===== src/rtl/mux_channel_scanner_if.sv =====
// Control and status bundle between the channel scanner, its controller and the 4:1 mux.
// The slave side is the scanner; the master side is whatever drives start/mask and the mux output.
interface mux_channel_scanner_if;
  logic       start;
  logic       stop;
  logic       continuous;
  logic [3:0] ch_mask;
  logic       y_in;
  logic       s0;
  logic       s1;
  logic       busy;
  logic       sample_valid;
  logic [1:0] sample_ch;
  logic       sample_bit;
  logic [3:0] frame_data;
  logic       frame_done;
  logic       err;

  modport master (
    output start, stop, continuous, ch_mask, y_in,
    input  s0, s1, busy, sample_valid, sample_ch, sample_bit, frame_data, frame_done, err
  );

  modport slave (
    input  start, stop, continuous, ch_mask, y_in,
    output s0, s1, busy, sample_valid, sample_ch, sample_bit, frame_data, frame_done, err
  );
endinterface


===== src/rtl/mux_channel_scanner.sv =====
// Steps the 4:1 mux select through the enabled channels, settles, samples y, and
// publishes one 4-bit snapshot per completed frame.
module mux_channel_scanner #(
  parameter int SETTLE_CYCLES = 2,
  parameter int CNT_W         = 8
) (
  input logic                   clk,
  input logic                   rst_n,
  mux_channel_scanner_if.slave  bus
);

  typedef enum logic [1:0] {IDLE, SETTLE, SAMPLE} state_t;

  state_t           state_reg;
  logic [1:0]       ch_reg;
  logic [3:0]       mask_reg;
  logic [3:0]       shadow_reg;
  logic [CNT_W-1:0] cnt_reg;
  logic             busy_reg;
  logic             sample_valid_reg;
  logic [1:0]       sample_ch_reg;
  logic             sample_bit_reg;
  logic [3:0]       frame_data_reg;
  logic             frame_done_reg;
  logic             err_reg;

  logic [3:0]       shadow_cap;
  logic [3:0]       higher_mask;

  function automatic logic [1:0] lowest_ch(input logic [3:0] m);
    logic [1:0] idx;
    idx = 2'd0;
    for (int i = 3; i >= 0; i--) begin
      if (m[i]) idx = 2'(i);
    end
    return idx;
  endfunction

  // Shadow as it will be after the current SAMPLE edge captures y into its slot.
  for (genvar gi = 0; gi < 4; gi++) begin : g_cap
    assign shadow_cap[gi] = (ch_reg == 2'(gi)) ? bus.y_in : shadow_reg[gi];
  end

  // Enabled channels strictly above the current one (empty when ch_reg == 3).
  assign higher_mask = mask_reg & ~((4'd2 << ch_reg) - 4'd1);

  always_ff @(posedge clk or negedge rst_n) begin
    if (!rst_n) begin
      state_reg        <= IDLE;
      ch_reg           <= 2'd0;
      mask_reg         <= 4'd0;
      shadow_reg       <= 4'd0;
      cnt_reg          <= '0;
      busy_reg         <= 1'b0;
      sample_valid_reg <= 1'b0;
      sample_ch_reg    <= 2'd0;
      sample_bit_reg   <= 1'b0;
      frame_data_reg   <= 4'd0;
      frame_done_reg   <= 1'b0;
      err_reg          <= 1'b0;
    end else begin
      sample_valid_reg <= 1'b0;
      frame_done_reg   <= 1'b0;
      err_reg          <= 1'b0;
      if (state_reg != IDLE && bus.stop) begin
        // Abort drops any partial frame, including a sample in flight.
        state_reg <= IDLE;
        ch_reg    <= 2'd0;
        busy_reg  <= 1'b0;
      end else begin
        case (state_reg)
          IDLE: begin
            if (bus.start && !bus.stop) begin
              if (bus.ch_mask != 4'd0) begin
                mask_reg   <= bus.ch_mask;
                shadow_reg <= 4'd0;
                ch_reg     <= lowest_ch(bus.ch_mask);
                cnt_reg    <= '0;
                busy_reg   <= 1'b1;
                state_reg  <= SETTLE;
              end else begin
                err_reg <= 1'b1;
              end
            end
          end
          SETTLE: begin
            if (cnt_reg == CNT_W'(SETTLE_CYCLES - 1)) begin
              state_reg <= SAMPLE;
            end else begin
              cnt_reg <= cnt_reg + 1'b1;
            end
          end
          SAMPLE: begin
            shadow_reg       <= shadow_cap;
            sample_valid_reg <= 1'b1;
            sample_ch_reg    <= ch_reg;
            sample_bit_reg   <= bus.y_in;
            cnt_reg          <= '0;
            if (higher_mask != 4'd0) begin
              ch_reg    <= lowest_ch(higher_mask);
              state_reg <= SETTLE;
            end else begin
              frame_data_reg <= shadow_cap & mask_reg;
              frame_done_reg <= 1'b1;
              if (bus.continuous && bus.ch_mask != 4'd0) begin
                mask_reg   <= bus.ch_mask;
                shadow_reg <= 4'd0;
                ch_reg     <= lowest_ch(bus.ch_mask);
                state_reg  <= SETTLE;
              end else begin
                ch_reg    <= 2'd0;
                busy_reg  <= 1'b0;
                state_reg <= IDLE;
                if (bus.continuous) err_reg <= 1'b1;
              end
            end
          end
          default: begin
            state_reg <= IDLE;
            ch_reg    <= 2'd0;
            busy_reg  <= 1'b0;
          end
        endcase
      end
    end
  end

  assign bus.s0           = ch_reg[0];
  assign bus.s1           = ch_reg[1];
  assign bus.busy         = busy_reg;
  assign bus.sample_valid = sample_valid_reg;
  assign bus.sample_ch    = sample_ch_reg;
  assign bus.sample_bit   = sample_bit_reg;
  assign bus.frame_data   = frame_data_reg;
  assign bus.frame_done   = frame_done_reg;
  assign bus.err          = err_reg;

endmodule


===== src/flat_wrapper.sv =====
// flat-port wrapper written by rule: the top's interface ports become plain ports
module mux_channel_scanner_flat 
#(
  parameter int SETTLE_CYCLES = 2,
  parameter int CNT_W         = 8
)
  (clk, rst_n, bus_start, bus_stop, bus_continuous, bus_ch_mask, bus_y_in, bus_s0, bus_s1, bus_busy, bus_sample_valid, bus_sample_ch, bus_sample_bit, bus_frame_data, bus_frame_done, bus_err);
  mux_channel_scanner_if bus_i ();
  input logic clk;
  input logic rst_n;
  input wire logic [$bits(bus_i.start)-1:0] bus_start;
  input wire logic [$bits(bus_i.stop)-1:0] bus_stop;
  input wire logic [$bits(bus_i.continuous)-1:0] bus_continuous;
  input wire logic [$bits(bus_i.ch_mask)-1:0] bus_ch_mask;
  input wire logic [$bits(bus_i.y_in)-1:0] bus_y_in;
  output wire logic [$bits(bus_i.s0)-1:0] bus_s0;
  output wire logic [$bits(bus_i.s1)-1:0] bus_s1;
  output wire logic [$bits(bus_i.busy)-1:0] bus_busy;
  output wire logic [$bits(bus_i.sample_valid)-1:0] bus_sample_valid;
  output wire logic [$bits(bus_i.sample_ch)-1:0] bus_sample_ch;
  output wire logic [$bits(bus_i.sample_bit)-1:0] bus_sample_bit;
  output wire logic [$bits(bus_i.frame_data)-1:0] bus_frame_data;
  output wire logic [$bits(bus_i.frame_done)-1:0] bus_frame_done;
  output wire logic [$bits(bus_i.err)-1:0] bus_err;
  assign bus_i.start = bus_start;
  assign bus_i.stop = bus_stop;
  assign bus_i.continuous = bus_continuous;
  assign bus_i.ch_mask = bus_ch_mask;
  assign bus_i.y_in = bus_y_in;
  assign bus_s0 = bus_i.s0;
  assign bus_s1 = bus_i.s1;
  assign bus_busy = bus_i.busy;
  assign bus_sample_valid = bus_i.sample_valid;
  assign bus_sample_ch = bus_i.sample_ch;
  assign bus_sample_bit = bus_i.sample_bit;
  assign bus_frame_data = bus_i.frame_data;
  assign bus_frame_done = bus_i.frame_done;
  assign bus_err = bus_i.err;
  mux_channel_scanner #(.SETTLE_CYCLES(SETTLE_CYCLES), .CNT_W(CNT_W)) u_core (.clk(clk), .rst_n(rst_n), .bus(bus_i));
endmodule

===== config.mk =====
export PLATFORM = sky130hd
export DESIGN_NAME = mux_channel_scanner_flat
export DESIGN_NICKNAME = d
export VERILOG_FILES = /design/src/rtl/mux_channel_scanner_if.sv /design/src/rtl/mux_channel_scanner.sv /design/src/flat_wrapper.sv
export SDC_FILE = /design/constraint.sdc
export NUM_CORES = 1
export LEC_CHECK = 0
export ABC_AREA = 0
export CORE_ASPECT_RATIO = 1.5
export CORE_MARGIN = 4
export CORE_UTILIZATION = 25
export CTS_CLUSTER_SIZE = 20
export DETAILED_ROUTE_END_ITERATION = 12
export GPL_ROUTABILITY_DRIVEN = 0
export SKIP_CTS_REPAIR_TIMING = 1
export SLEW_MARGIN = 20
export SYNTH_ARGS = -nofsm -noshare
export SYNTH_HDL_FRONTEND = slang
export SYNTH_SLANG_ARGS = --single-unit

===== constraint.sdc =====
create_clock -name clk -period 4.14 [get_ports clk]
set_clock_uncertainty 0.05 [all_clocks]
set_input_delay 0.621 -clock clk [delete_from_list [all_inputs] [get_ports clk]]
set_output_delay 0.621 -clock clk [all_outputs]
set_load 0.02 [all_outputs]

==> results of run 1 <==
## where the power goes
part	switching [mW]	internal, mW
Sequential	0.0674	0.355
Clock	0.110	0.130
Combinational	0.164	0.147
## synth_stat cells, drive strengths merged (3+ instances only)
| cell type | number | area (µm²) |
|---|---|---|
| a21oi | 5 | 28.78 |
| mux2 | 9 | 101.4 |
| nor3 | 5 | 35.03 |
| nor2b | 7 | 43.79 |
| dfrtp | 31 | 775.7 |
| mux2i | 4 | 40.04 |
| and2 | 3 | 18.77 |
| o21ai | 9 | 45.04 |
| nand2b | 4 | 25.02 |
| nor2 | 16 | 62.56 |
| inv | 7 | 26.28 |
| o41ai | 3 | 33.79 |
| a22o | 5 | 43.79 |
| xnor2 | 5 | 43.79 |
| nand2 | 11 | 41.29 |
## stage by stage
step | total power [mW] | instances | utilization | instance area [µm²]
after floorplan | 0.6184 | 159 | - | 1660
after global placement | 0.7382 | 254 | 0.3021 | 1959
after detailed placement | 0.7439 | 254 | 0.3021 | 1959
after CTS | 0.9866 | 261 | 0.3156 | 2047
after global routing | 1.034 | 261 | 0.3156 | 2047
final | 0.9735 | 261 | 0.3156 | 2047
## routing by layer
metal	track usage	part of all wire	vias to the layer above
met2	0.1805	0.55	19
met1	0.1012	0.40	615
met5	0	0	-
li1	-	-	628
met4	0.03817	0.018	0
met3	0.01776	0.024	6
## path summary, 6_finish.rpt
kind | to | startpoint | depth (start not counted)
setup / recovery | u_core.cnt_reg[7] | bus_stop | 5
hold / removal | u_core.shadow_reg[1] | u_core.shadow_reg[1] | 2
setup reg to reg | u_core.bus.frame_data[0] | u_core.state_reg[1] | 4
hold reg to reg | u_core.shadow_reg[1] | u_core.shadow_reg[1] | 2
max in group asynchronous | u_core.state_reg[0] | rst_n | 2
min in group asynchronous | u_core.mask_reg[2] | rst_n | 2
## worst max-delay path: cells and delay by family
family	cells	cell delay (ps)
and+or+nand+nor	3	1010
buffers and inverters	1	640
xor gates and xnor gates	1	160
## cells by family (layout without fill, tap and decap cells)
| group | Yosys count | count (layout) | share of synthesized area |
|---|---|---|---|
| compound gates | 36 | 36 | 0.1628 |
| xor+xnor | 6 | 6 | 0.03165 |
| fa+ha+maj | 2 | 2 | 0.01507 |
| buf+inv | 11 | 37 | 0.03014 |
| flops | 31 | 31 | 0.4672 |
| mux | 13 | 13 | 0.08516 |
| simple gates | 60 | 60 | 0.2080 |
## final cells by class
class	instances	area, µm²
Clock inverter	1	5.005
Multi-Input combinational cell	117	834.6
Sequential cell	31	775.7
Tap cell	76	95.09
Fill cell	709	4439
Inverter	7	26.28
Clock buffer	6	82.58
Timing Repair Buffer	23	227.7
==> flow_metrics.env, run 1 <==
export IMPL_clock_latency_ps=280
export IMPL_hold_viol=0
export IMPL_cp_required_ps=4260
export IMPL_fp_coreArea_mm2=0.006486
export IMPL_dieArea_mm2=0.008036
export IMPL_path_clk_slew_ps=60
export IMPL_grt_max_degree=32
export IMPL_dr_pass1_iters=4
export IMPL_initial_utilization=0.2560
export IMPL_critPathKind="primary input to flip-flop"
export IMPL_numCtsBuffers=5
export IMPL_grt_total_usage=0.09623
export IMPL_cp_max_fo=13
export IMPL_grt_pass1_wl_mm=5.934
export IMPL_grt_overflow=0
export IMPL_synth_flop_cell="dfrtp_1"
export IMPL_vias_per_cell=4.858
export IMPL_synth_cells=159
export IMPL_worstPathCellList="clkdlybuf4s50_1 -> or3b_1 -> nor4_4 -> xnor2_1 -> nor2_1"
export IMPL_preCtsSetupSlack_ps=1518
export IMPL_fin_crit_sh=0.5595
export IMPL_leakagePower_nw=0.8767
export IMPL_p_per_area_mw_per_mm2=475.6
export IMPL_drt_iter0_drc=38
export IMPL_syn2layout_area_growth_pct=23.29
export IMPL_vias=1268
export IMPL_mostFrequentLayoutCells="dfrtp_1, clkdlybuf4s50_1, nor2_1"
export IMPL_critPathArrivalTime_ps=2430
export IMPL_die_h_um=107.8
export IMPL_setup_viol=0
export IMPL_drc=0
export IMPL_clock_sinks=31
export IMPL_wl_mm=3.601
export IMPL_maxCapViolCount=0
export IMPL_wl_per_cell_um=13.80
export IMPL_worst_slack_ps=1823
export IMPL_port_buffers=22
export IMPL_ys_ff_latch=31
export IMPL_synth_nets=171
export IMPL_cts_tree="yes"
export IMPL_drive_gt1_frac=0.1243
export IMPL_worstSetupStartpointType="primary input"
export IMPL_ir_drop_uv=256.0
export IMPL_synth_edf_count=0
export IMPL_rrSetupSlack_ps=2230
export IMPL_nets=197
export IMPL_hold_slack_ps=428.6
export IMPL_largest_register_ff_count=8
export IMPL_synthDistinctLibCells=47
export IMPL_die_x_um=74.54
export IMPL_clockBufferDepth=2
export IMPL_grt_pass1_vias=1296
export IMPL_cp_end_kind="flip-flop"
export IMPL_antenna_cells=0
export IMPL_outcome="completed"
export IMPL_fmax_mhz=431.7
export IMPL_yosysSeqAreaShare=0.4672
export IMPL_dpl_hpwl_mm=2.716
export IMPL_rows=36
export IMPL_worst_path_largest_cell_delay_ps=640
export IMPL_relSlewSlack=0.6313
export IMPL_setup_tns_ps=0
export IMPL_htree_levels=2
export IMPL_slew_violations=0
export IMPL_synth_area_mm2=0.001660
export IMPL_ys_warn_count=0
export IMPL_worst_pin_slew_ps=548.4
export IMPL_grt_antenna_before_repair=0
export IMPL_hp_class="flip-flop to flip-flop"
export IMPL_cp_slowest_cell="clkdlybuf4s50_1"
export IMPL_ys_async_sr_fraction=1.000
export IMPL_grt_setup_unrepaired="no"
export IMPL_ioPinCount=23
export IMPL_cts_root_buffer="clkbuf_8"
export IMPL_ant_nets=0
export IMPL_fin_crit_ps=2317
export IMPL_syn_avg_cell_area_um2=10.44
export IMPL_layout_commonest_cell="dfrtp_1"
Power figures use the tool's default switching activity.
==> run 2, diff against run 1 <==
- clock period: 4.14 -> 1.9 ns (I/O delays scaled with it)
==> run 2 against run 1 <==
Cell count increased by 7.3%. Die area unchanged. Worst hold slack got worse by 90 ps. Largest power group unchanged.
==> flow_metrics.env, run 2 (synthesis gave the netlist of run 1 again) <==
export IMPL_outcome="completed"
export IMPL_hold_viol=0
export IMPL_fin_cells=280
export IMPL_antenna_cells=0
export IMPL_syn2layout_area_growth_pct=33.91
export IMPL_hp_class="primary input to asynchronous set/reset pin"
export IMPL_dpl_hpwl_mm=2.814
export IMPL_grt_total_usage=0.1059
export IMPL_grt_overflow=0
export IMPL_setup_tns_ps=0
export IMPL_grt_pass1_vias=1415
export IMPL_dp_cells=272
export IMPL_met1_length_mm=1.514
export IMPL_dr_pass1_iters=4
export IMPL_die_x_um=74.54
export IMPL_worstPathCellList="buf_4 -> clkdlybuf4s50_1"
export IMPL_layout_commonest_cell="dfrtp_1"
export IMPL_grt_setup_unrepaired="no"
export IMPL_mostFrequentLayoutCells="dfrtp_1, clkdlybuf4s50_1, buf_4"
export IMPL_die_h_um=107.8
export IMPL_fin_util=0.3428
export IMPL_fmax_mhz=555.9
export IMPL_clockBufferDepth=2
export IMPL_fin_crit_ps=1799
export IMPL_largest_register_ff_count=8
export IMPL_wl_mm=3.742
export IMPL_p_per_area_mw_per_mm2=1057
export IMPL_maxCapViolCount=0
export IMPL_worst_pin_slew_ps=507.6
export IMPL_cp_slowest_cell="clkdlybuf4s50_1"
export IMPL_cp_max_fo=8
export IMPL_critPathKind="flip-flop to output pin"
export IMPL_dieArea_mm2=0.008036
export IMPL_nets=215
export IMPL_highest_signal_layer="met4"
export IMPL_initial_utilization=0.2560
export IMPL_rows=36
export IMPL_cts_tree="yes"
export IMPL_cts_root_buffer="clkbuf_8"
export IMPL_grt_antenna_before_repair=0
export IMPL_vias=1338
export IMPL_grt_max_degree=32
export IMPL_critPathArrivalTime_ps=1460
export IMPL_relSlewSlack=0.6572
export IMPL_fin_crit_sh=0.9469
export IMPL_wl_per_cell_um=13.36
export IMPL_dr_wl_met3_um=139
export IMPL_clock_sinks=31
export IMPL_ant_nets=0
export IMPL_ioPinCount=23
export IMPL_htree_levels=2
export IMPL_slew_violations=0
export IMPL_fp_coreArea_mm2=0.006486
export IMPL_clock_latency_ps=280
export IMPL_ir_drop_uv=645.0
export IMPL_met2_length_mm=1.940
export IMPL_vias_per_cell=4.779
export IMPL_drc=0
export IMPL_setup_viol=0
export IMPL_leakagePower_nw=0.9809
export IMPL_path_clk_slew_ps=70
export IMPL_worstSetupStartpointType="flip-flop"
export IMPL_finalPower_mw=2.351
export IMPL_grt_pass1_wl_mm=6.520
export IMPL_cp_end_kind="output pin"
export IMPL_cp_required_ps=1560
export IMPL_drive_gt1_frac=0.2157
export IMPL_numCtsBuffers=5
export IMPL_drt_iter0_drc=34
export IMPL_port_buffers=22
export IMPL_worst_path_largest_cell_delay_ps=600
[run 2: cell count changes in the layout (fill, tap and decap cells not counted), sizes merged]
cell | previous run | this run
buf | 1 | 19
bufinv | 0 | 1
[run 2: power by group]
part	switching, mW	total [mW]	internal [mW]
Sequential	0.109	0.882	0.773
Combinational	0.420	0.795	0.375
Clock	0.250	0.674	0.424
[run 2: per-stage QoR]
| step | cell area [µm²] | hold slack [ps] | setup slack (ps) |
|---|---|---|---|
| floorplan | 1660 | -60.59 | 131.5 |
| global placement | 2095 | 409.1 | -117.7 |
| detailed placement | 2095 | 419.8 | -145.2 |
| finish | 2223 | 338.6 | 101.0 |
| global route | 2223 | 387.3 | 28.53 |
| CTS | 2212 | 360.5 | 84.55 |
[run 2: worst paths after layout]
kind                                 startpoint                    to  slack, ps  cells after the start
hold reg to reg            u_core.shadow_reg[0]  u_core.shadow_reg[0]        430                      2
setup / recovery               u_core.ch_reg[1]                bus_s1        100                      2
setup reg to reg               u_core.ch_reg[1]    u_core.mask_reg[0]        130                      4
max in group asynchronous                 rst_n     u_core.cnt_reg[2]       1170                      2
hold / removal                            rst_n    u_core.mask_reg[3]        340                      2
min in group clk           u_core.shadow_reg[0]  u_core.shadow_reg[0]        430                      2
[run 2: final cells by class]
type                            instances  area, µm²
Fill cell                             707       4263
Multi-Input combinational cell        117      845.8
Sequential cell                        31      775.7
Timing Repair Buffer                   41      362.8
Tap cell                               76      95.09
Clock buffer                            6      82.58
Clock inverter                          2      35.03
Inverter                                7      26.28
[run 2: critical path, delay by kind of cell (launching register included)]
family | cells | cell delay, ps
buffers and inverters | 2 | 780
flip-flops | 1 | 400
[run 2: routing by layer]
layer  up-vias  GRT usage
met1       626     0.1176
met5         -          0
met4         0    0.06234
met2        37     0.1799
met3        14    0.02243
li1        661          -
